--- src/rtl/encoder_4to2_queued.sv ---
// rtl/encoder_4to2_queued.sv - queued 4-to-2 priority encoder with valid/ready output (optional ENCODER_OVERRUN_EN)
module encoder_4to2_queued #(
   parameter bit PRIO_HIGH = 1'b1
) (
   input  logic       clk,
   input  logic       rst,
   input  logic       i0,
   input  logic       i1,
   input  logic       i2,
   input  logic       i3,
   input  logic       out_ready,
   output logic       out_valid,
   output logic [1:0] code,
   output logic [3:0] pending,
   output logic       overrun
);

   logic [3:0] req;
   logic [3:0] pend_q, pend_d;
   logic [3:0] pend_keep;
   logic [3:0] sel_onehot;
   logic [1:0] sel;
   logic [1:0] code_q, code_d;
   logic       valid_q, valid_d;
   logic       load;

   assign req = {i3, i2, i1, i0};

   // Pick the highest-priority pending bit; the last match in the scan order wins.
   always_comb begin
      sel = 2'b00;
      if (PRIO_HIGH) begin
         for (int n = 0; n < 4; n++) begin
            if (pend_q[n]) sel = 2'(n);
         end
      end else begin
         for (int n = 3; n >= 0; n--) begin
            if (pend_q[n]) sel = 2'(n);
         end
      end
   end

   assign sel_onehot = 4'b0001 << sel;

   // Output register refills when empty or when the consumer takes the current code.
   always_comb begin
      load      = !valid_q || out_ready;
      valid_d   = valid_q;
      code_d    = code_q;
      pend_keep = pend_q;
      if (load) begin
         if (|pend_q) begin
            valid_d   = 1'b1;
            code_d    = sel;
            pend_keep = pend_q & ~sel_onehot;
         end else begin
            valid_d   = 1'b0;
            pend_keep = 4'b0000;
         end
      end
      // A request on the bit being moved out re-arms it, so the event is served again.
      pend_d = pend_keep | req;
   end

   // Pending set and output holding register.
   always_ff @(posedge clk or posedge rst) begin
      if (rst) begin
         pend_q  <= 4'b0000;
         valid_q <= 1'b0;
         code_q  <= 2'b00;
      end else begin
         pend_q  <= pend_d;
         valid_q <= valid_d;
         code_q  <= code_d;
      end
   end

   assign out_valid = valid_q;
   assign code      = code_q;
   assign pending   = pend_q;

`ifdef ENCODER_OVERRUN_EN
   logic ovr_q, ovr_d;

   // A request landing on a bit that stays pending is merged and flagged.
   always_comb begin
      ovr_d = |(req & pend_keep);
   end

   // One-cycle registered overrun pulse.
   always_ff @(posedge clk or posedge rst) begin
      if (rst) ovr_q <= 1'b0;
      else     ovr_q <= ovr_d;
   end

   assign overrun = ovr_q;
`else
   assign overrun = 1'b0;
`endif

endmodule

--- config.mk ---
export PLATFORM = sky130hd
export DESIGN_NAME = encoder_4to2_queued
export DESIGN_NICKNAME = d
export VERILOG_FILES = /design/src/rtl/encoder_4to2_queued.sv
export SDC_FILE = /design/constraint.sdc
export NUM_CORES = 1
export LEC_CHECK = 0
export CAP_MARGIN = 0
export CELL_PAD_IN_SITES_DETAIL_PLACEMENT = 0
export CELL_PAD_IN_SITES_GLOBAL_PLACEMENT = 1
export CORE_AREA = 2 2 39 41
export CTS_CLUSTER_SIZE = 12
export DETAILED_ROUTE_END_ITERATION = 8
export DIE_AREA = 0 0 41 43
export GPL_TIMING_DRIVEN = 0
export HOLD_SLACK_MARGIN = 0.06
export PLACE_DENSITY = 0.76
export SYNTH_ARGS = -nofsm -noshare
export SYNTH_HDL_FRONTEND = slang
export SYNTH_SLANG_ARGS = --single-unit
--- constraint.sdc ---
create_clock -name clk -period 1.04 [get_ports clk]
set_clock_uncertainty 0.05 [all_clocks]
set_input_delay 0.104 -clock clk [delete_from_list [all_inputs] [get_ports clk]]
set_output_delay 0.104 -clock clk [all_outputs]
set_load 0.05 [all_outputs]
==> results.sh, run 1 <==
export IMPL_core_area_um2=1380
export IMPL_whs_path_depth=2
export IMPL_rsz0062_at_grt="yes"
export IMPL_synth_cell_type_count=13
export IMPL_power_uw=690
export IMPL_design_die_area_um2=1760
export IMPL_async_flop_share_pct=100
export IMPL_cp_top_family="flip-flops"
export IMPL_r2r_end="pending[0]$_DFF_PP0_"
export IMPL_cp_cell_sequence="buf_6"
export IMPL_netlist_instances=30
export IMPL_critical_path_max_stage_delay_ns=0.45
export IMPL_post_cts_setup_buffers=0
export IMPL_num_rows=14
export IMPL_vias=270
export IMPL_die_h_um=43
export IMPL_cts_buffers=3
export IMPL_p_leak_nw=0.221
export IMPL_dr_first_iter_drc_count=10
export IMPL_drive_gt1_share_pct=39.6
export IMPL_synth_top_flop_cell="dfrtp_1"
export IMPL_start_util_pct=21.8
export IMPL_worst_r2r_path_depth=3
export IMPL_slew_violations=0
export IMPL_status="finished clean"
export IMPL_clkTransAtPathRegs_ns=0.05
export IMPL_dr_pass1_iters=4
export IMPL_startpoint_type="flip-flop"
export IMPL_ys_ff_latch=7
export IMPL_vdd_drop_max_mv=0.543
export IMPL_path_depth=1
export IMPL_grt_pass1_wl_um=966
export IMPL_clock_root_buffer="clkbuf_4"
export IMPL_max_cap_viol_count=0
export IMPL_stdcell_area_um2=490
export IMPL_crit_type="reg -> out"
export IMPL_whs_ns=0.350
export IMPL_finalHoldViolCount=0
export IMPL_synth_edf_count=0
export IMPL_pin_count=15
export IMPL_antenna_found_initial=0
export IMPL_finalSetupViolations=0
export IMPL_min_period_over_period_pct=99.0
export IMPL_cp_slowest_cell="dfrtp_2"
export IMPL_tns_ns=0
export IMPL_io_buffers=13
export IMPL_cp_buffers_inverters=1
export IMPL_crit_required_ns=0.89
export IMPL_crit_start="pending[2]$_DFF_PP0_"
export IMPL_htreeDepth=1
export IMPL_syn_nets=37
export IMPL_grt_pass1_vias=226
export IMPL_grtUsageMet2_pct=9.69
export IMPL_postPlaceCellArea_um2=458
export IMPL_die_x_um=41
export IMPL_drc=0
export IMPL_grt_overflow_total=0
export IMPL_track_usage_pct=8.88
export IMPL_wl_um=598
export IMPL_endpoint_kind="output pin"
export IMPL_powerDensity_nw_per_um2=1410
export IMPL_synth_area_top_cells="dfrtp_1 58%, o21ai_0 8.3%, nor2_1 6.2%, nor2b_4 4.6%, inv_1 3.7%"
export IMPL_synth_avg_cell_area_um2=10.1
export IMPL_hold_class="in -> reg"
export IMPL_ys_seq_area_share_pct=58.1
export IMPL_critPathMaxFanout=6
export IMPL_synth_top_area_share_pct=58.1
export IMPL_busiest_layer="met1"
export IMPL_clockBufferDepth=2
export IMPL_nets=56
export IMPL_r2r_slack_ns=0.07
export IMPL_ys_warn_count=0
export IMPL_syn_to_final_growth_pct=62.7
export IMPL_yosysMostFrequentCell="dfrtp_1"
export IMPL_netlist_area_um2=302
export IMPL_cts_tree="yes"
export IMPL_crit_end="pending[2]"
export IMPL_post_drt_wl_per_cell_um=9.34
export IMPL_fin_crit_ns=1.03
export IMPL_insertion_delay_ns=0.25
export IMPL_synth_top_area_cell="dfrtp_1"
export IMPL_grt_max_degree=8
export IMPL_antenna_cells=0
export IMPL_grt_use_met1_pct=12.7
export IMPL_viasPerCell=4.22
export IMPL_antenna_left=0
export IMPL_hpwl_um=422
export IMPL_reg2reg_from="out_valid$_DFFE_PP0N_"
export IMPL_critPathArrivalTime_ns=0.88
export IMPL_synth_top_cells_by_count="7 x dfrtp_1, 5 x nor2_1, 5 x o21ai_0"
export IMPL_met3_usage_pct=4.71
export IMPL_place_gp_congestion=0.702
export IMPL_fmax_ghz=0.971
export IMPL_cts_sinks=7
flip-flops by register name, summed over array words and instances (netlist names):
signal and cells:
code 2, pending 4, out_valid 1
final cells by class:
class                      count  area (µm²)
tap                           16        20.0
sequential                     7         181
fill                         152         893
clock buffer                   4        26.3
inverter                       3        11.3
multi-input combinational     19         114
buffer                         1        7.51
timing repair buffer          14         130
cell families after synthesis:
family / Yosys count / share of synthesized area, %
AND/OR/NAND/NOR: 9 / 17.4
flip-flops: 7 / 58.1
buffers and inverters: 4 / 6.22
other: 1 / 1.24
AO/OA/AOI/OAI: 9 / 17.0
cell usage in the layout, fill, tap and decap left out, types with 2 or more instances in the layout:
| cell type | Yosys | final |
|---|---|---|
| inv_1 | 3 | 3 |
| buf_2 | 0 | 3 |
| dfrtp_2 | 0 | 5 |
| a21oi_1 | 2 | 2 |
| clkbuf_4 | 0 | 3 |
| clkdlybuf4s50_1 | 0 | 6 |
| nor2_1 | 5 | 5 |
| o21ai_0 | 5 | 4 |
| buf_6 | 0 | 4 |
| dfrtp_1 | 7 | 2 |
per-stage QoR:
stage,setup slack [ns],util (%),instances
after floorplan,-0.0367,-,30
after global placement,-0.327,33.1,59
after detailed placement,-0.323,33.1,59
after CTS,0.000826,34.7,64
after global routing,-0.0164,35.4,64
final,0.0102,35.4,64
per-layer routing:
layer	part of all wire (%)	vias up
met5	0	-
met4	2.0	0
met3	9.5	2
met2	47	13
met1	41	123
li1	-	132
worst register-to-register path: stages (launching register included):
cell and delay, ns:
dfrtp_2 0.39, nor2b_4 0.15, nor3_4 0.16, a21oi_1 0.09
worst min path at each step:
stage	end	from
after global placement	code[0]$_DFFE_PP0P_	rst
after detailed placement	code[0]$_DFFE_PP0P_	rst
after global routing	pending[3]$_DFF_PP0_	i3
after floorplan	code[0]$_DFFE_PP0P_	rst
final	pending[2]$_DFF_PP0_	i2
after CTS	pending[2]$_DFF_PP0_	i2
what timing repair did:
| item | 4_1_cts | 5_1_grt |
|---|---|---|
| setup endpoints to repair | 7 | 5 |
| endpoints found under the hold margin | 7 | 0 |
| hold buffers | 1 | 0 |
| gates resized for setup | 42 | 3 |
where the power goes:
group / leakage [nW] / internal (mW) / switching, mW
logic: 0.139 / 0.0542 / 0.0839
registers: 0.0669 / 0.287 / 0.0155
clock network: 0.0150 / 0.147 / 0.102
(Power assumes the default switching activity.)
==> run 2: changes to the inputs <==
--- a/config.mk
+++ b/config.mk
@@ -15,6 +15,8 @@
 export GPL_TIMING_DRIVEN = 0
 export HOLD_SLACK_MARGIN = 0.06
 export PLACE_DENSITY = 0.76
+export RECOVER_POWER = 50
 export SYNTH_ARGS = -nofsm -noshare
 export SYNTH_HDL_FRONTEND = slang
 export SYNTH_SLANG_ARGS = --single-unit
+export TNS_END_PERCENT = 30
==> results.sh, run 2 (same netlist as run 1, synthesis figures left out) <==
export IMPL_grt_max_degree=8
export IMPL_dr_first_iter_drc_count=2
export IMPL_cts_buffers=3
export IMPL_viasPerCell=3.97
export IMPL_antenna_found_initial=0
export IMPL_slew_violations=0
export IMPL_grt_pass1_wl_mm=1.07
export IMPL_r2r_slack_ns=0.08
export IMPL_cp_top_family="flip-flops"
export IMPL_worstHoldStart="i2"
export IMPL_htreeDepth=1
export IMPL_antenna_cells=0
export IMPL_finalSetupViolations=0
export IMPL_p_leak_nw=0.221
export IMPL_min_to="pending[2]$_DFF_PP0_"
export IMPL_dr_pass1_iters=2
export IMPL_die_x_um=41
export IMPL_track_usage_pct=9.61
export IMPL_fill_cells=154
export IMPL_clkTransAtPathRegs_ns=0.06
export IMPL_min_period_over_period_pct=99.2
export IMPL_fmax_ghz=0.969
export IMPL_vias=254
export IMPL_seqCellArea_um2=181
export IMPL_postPlaceCellArea_um2=458
export IMPL_cp_buffers_inverters=1
export IMPL_core_area_um2=1380
export IMPL_vdd_drop_max_mv=0.408
export IMPL_hpwl_um=439
export IMPL_tns_ns=0
export IMPL_status="finished clean"
export IMPL_clock_root_buffer="clkbuf_4"
export IMPL_io_buffers=13
export IMPL_antenna_left=0
export IMPL_endpoint_kind="output pin"
export IMPL_finalHoldViolCount=0
export IMPL_largest_register_ffs=4
export IMPL_wl_um=594
export IMPL_critical_path_max_stage_delay_ns=0.45
export IMPL_rsz0062_at_grt="yes"
export IMPL_stdcell_area_um2=490
export IMPL_startpoint_type="flip-flop"
export IMPL_critPathArrivalTime_ns=0.88
export IMPL_post_drt_wl_per_cell_um=9.28
export IMPL_syn_to_final_growth_pct=62.7
export IMPL_max_cap_viol_count=0
export IMPL_multi_input_area_um2=114
export IMPL_whs_path_depth=2
export IMPL_place_gp_congestion=0.708
export IMPL_pin_count=15
export IMPL_insertion_delay_ns=0.25
export IMPL_worst_r2r_path_depth=3
export IMPL_cts_tree="yes"
export IMPL_start_util_pct=21.8
export IMPL_critPathMaxFanout=6
export IMPL_hold_class="in -> reg"
export IMPL_powerDensity_nw_per_um2=1420
export IMPL_grt_pass1_vias=265
export IMPL_cp_slowest_cell="dfrtp_2"
export IMPL_num_rows=14
export IMPL_power_uw=697
export IMPL_design_die_area_um2=1760
export IMPL_drc=0
export IMPL_nets=56
export IMPL_r2r_end="pending[0]$_DFF_PP0_"
export IMPL_clockBufferDepth=2
export IMPL_die_h_um=43
export IMPL_final_common_cell="clkdlybuf4s50_1"
export IMPL_crit_type="reg -> out"
export IMPL_crit_required_ns=0.89
export IMPL_fin_crit_ns=1.03
export IMPL_mostFrequentLayoutCells="6 x clkdlybuf4s50_1, 5 x nor2_1, 5 x dfrtp_2"
export IMPL_reg2reg_from="out_valid$_DFFE_PP0N_"
export IMPL_grt_overflow_total=0
export IMPL_drive_gt1_share_pct=39.6
export IMPL_cp_cell_sequence="buf_6"
export IMPL_cts_sinks=7
## run 2: area by class of cell
cell class / count / share of cell area (%)
inverters: 3 / 2.30
clock buffers: 4 / 5.36
multi-input cells: 19 / 23.2
well taps: 16 / 4.08
plain buffers: 1 / 1.53
flip-flops and latches: 7 / 37.0
repair buffers: 14 / 26.5
## run 2: per-layer routing
metal / part of all wire [%] / global-route usage, % / vias up
met2: 48 / 11.9 / 9
met1: 43 / 12.8 / 114
met4: 0 / 8.00 / 0
li1: - / - / 131
met5: 0 / 0 / -
met3: 9.3 / 3.14 / 0
## run 2: how the worst max path moves through the flow
| stage | start | end | cells past startpoint |
|---|---|---|---|
| 5_1_grt | pending[3]$_DFF_PP0_ | pending[3] | 1 |
| 3_5_place_dp | pending[2]$_DFF_PP0_ | pending[2] | 1 |
| 2_1_floorplan | out_valid$_DFFE_PP0N_ | pending[0]$_DFF_PP0_ | 3 |
| 4_1_cts | code[1]$_DFFE_PP0P_ | code[1] | 1 |
| 6_report | pending[3]$_DFF_PP0_ | pending[3] | 1 |
| 3_3_place_gp | pending[2]$_DFF_PP0_ | pending[2] | 1 |
## run 2: where the power goes
| part | internal [mW] | switching [mW] |
|---|---|---|
| logic | 0.0545 | 0.0834 |
| clock network | 0.147 | 0.109 |
| registers | 0.287 | 0.0157 |
| total | 0.489 | 0.208 |
## run 2: repair_timing
action,in CTS,in global routing
resized for setup,38,8
hold buffers,1,0
setup buffers,0,0
hold endpoints to repair,7,0
setup endpoints to repair,7,10
## run 2: through the flow
stage	setup WS, ns	hold WS, ns	util (%)	cells
floorplan	-0.0367	-0.143	-	30
global placement	-0.326	0.309	33.1	59
detailed placement	-0.325	0.319	33.1	59
CTS	-0.0864	0.351	35.6	64
global route	-0.0256	0.386	35.4	64
finish	0.00814	0.355	35.4	64
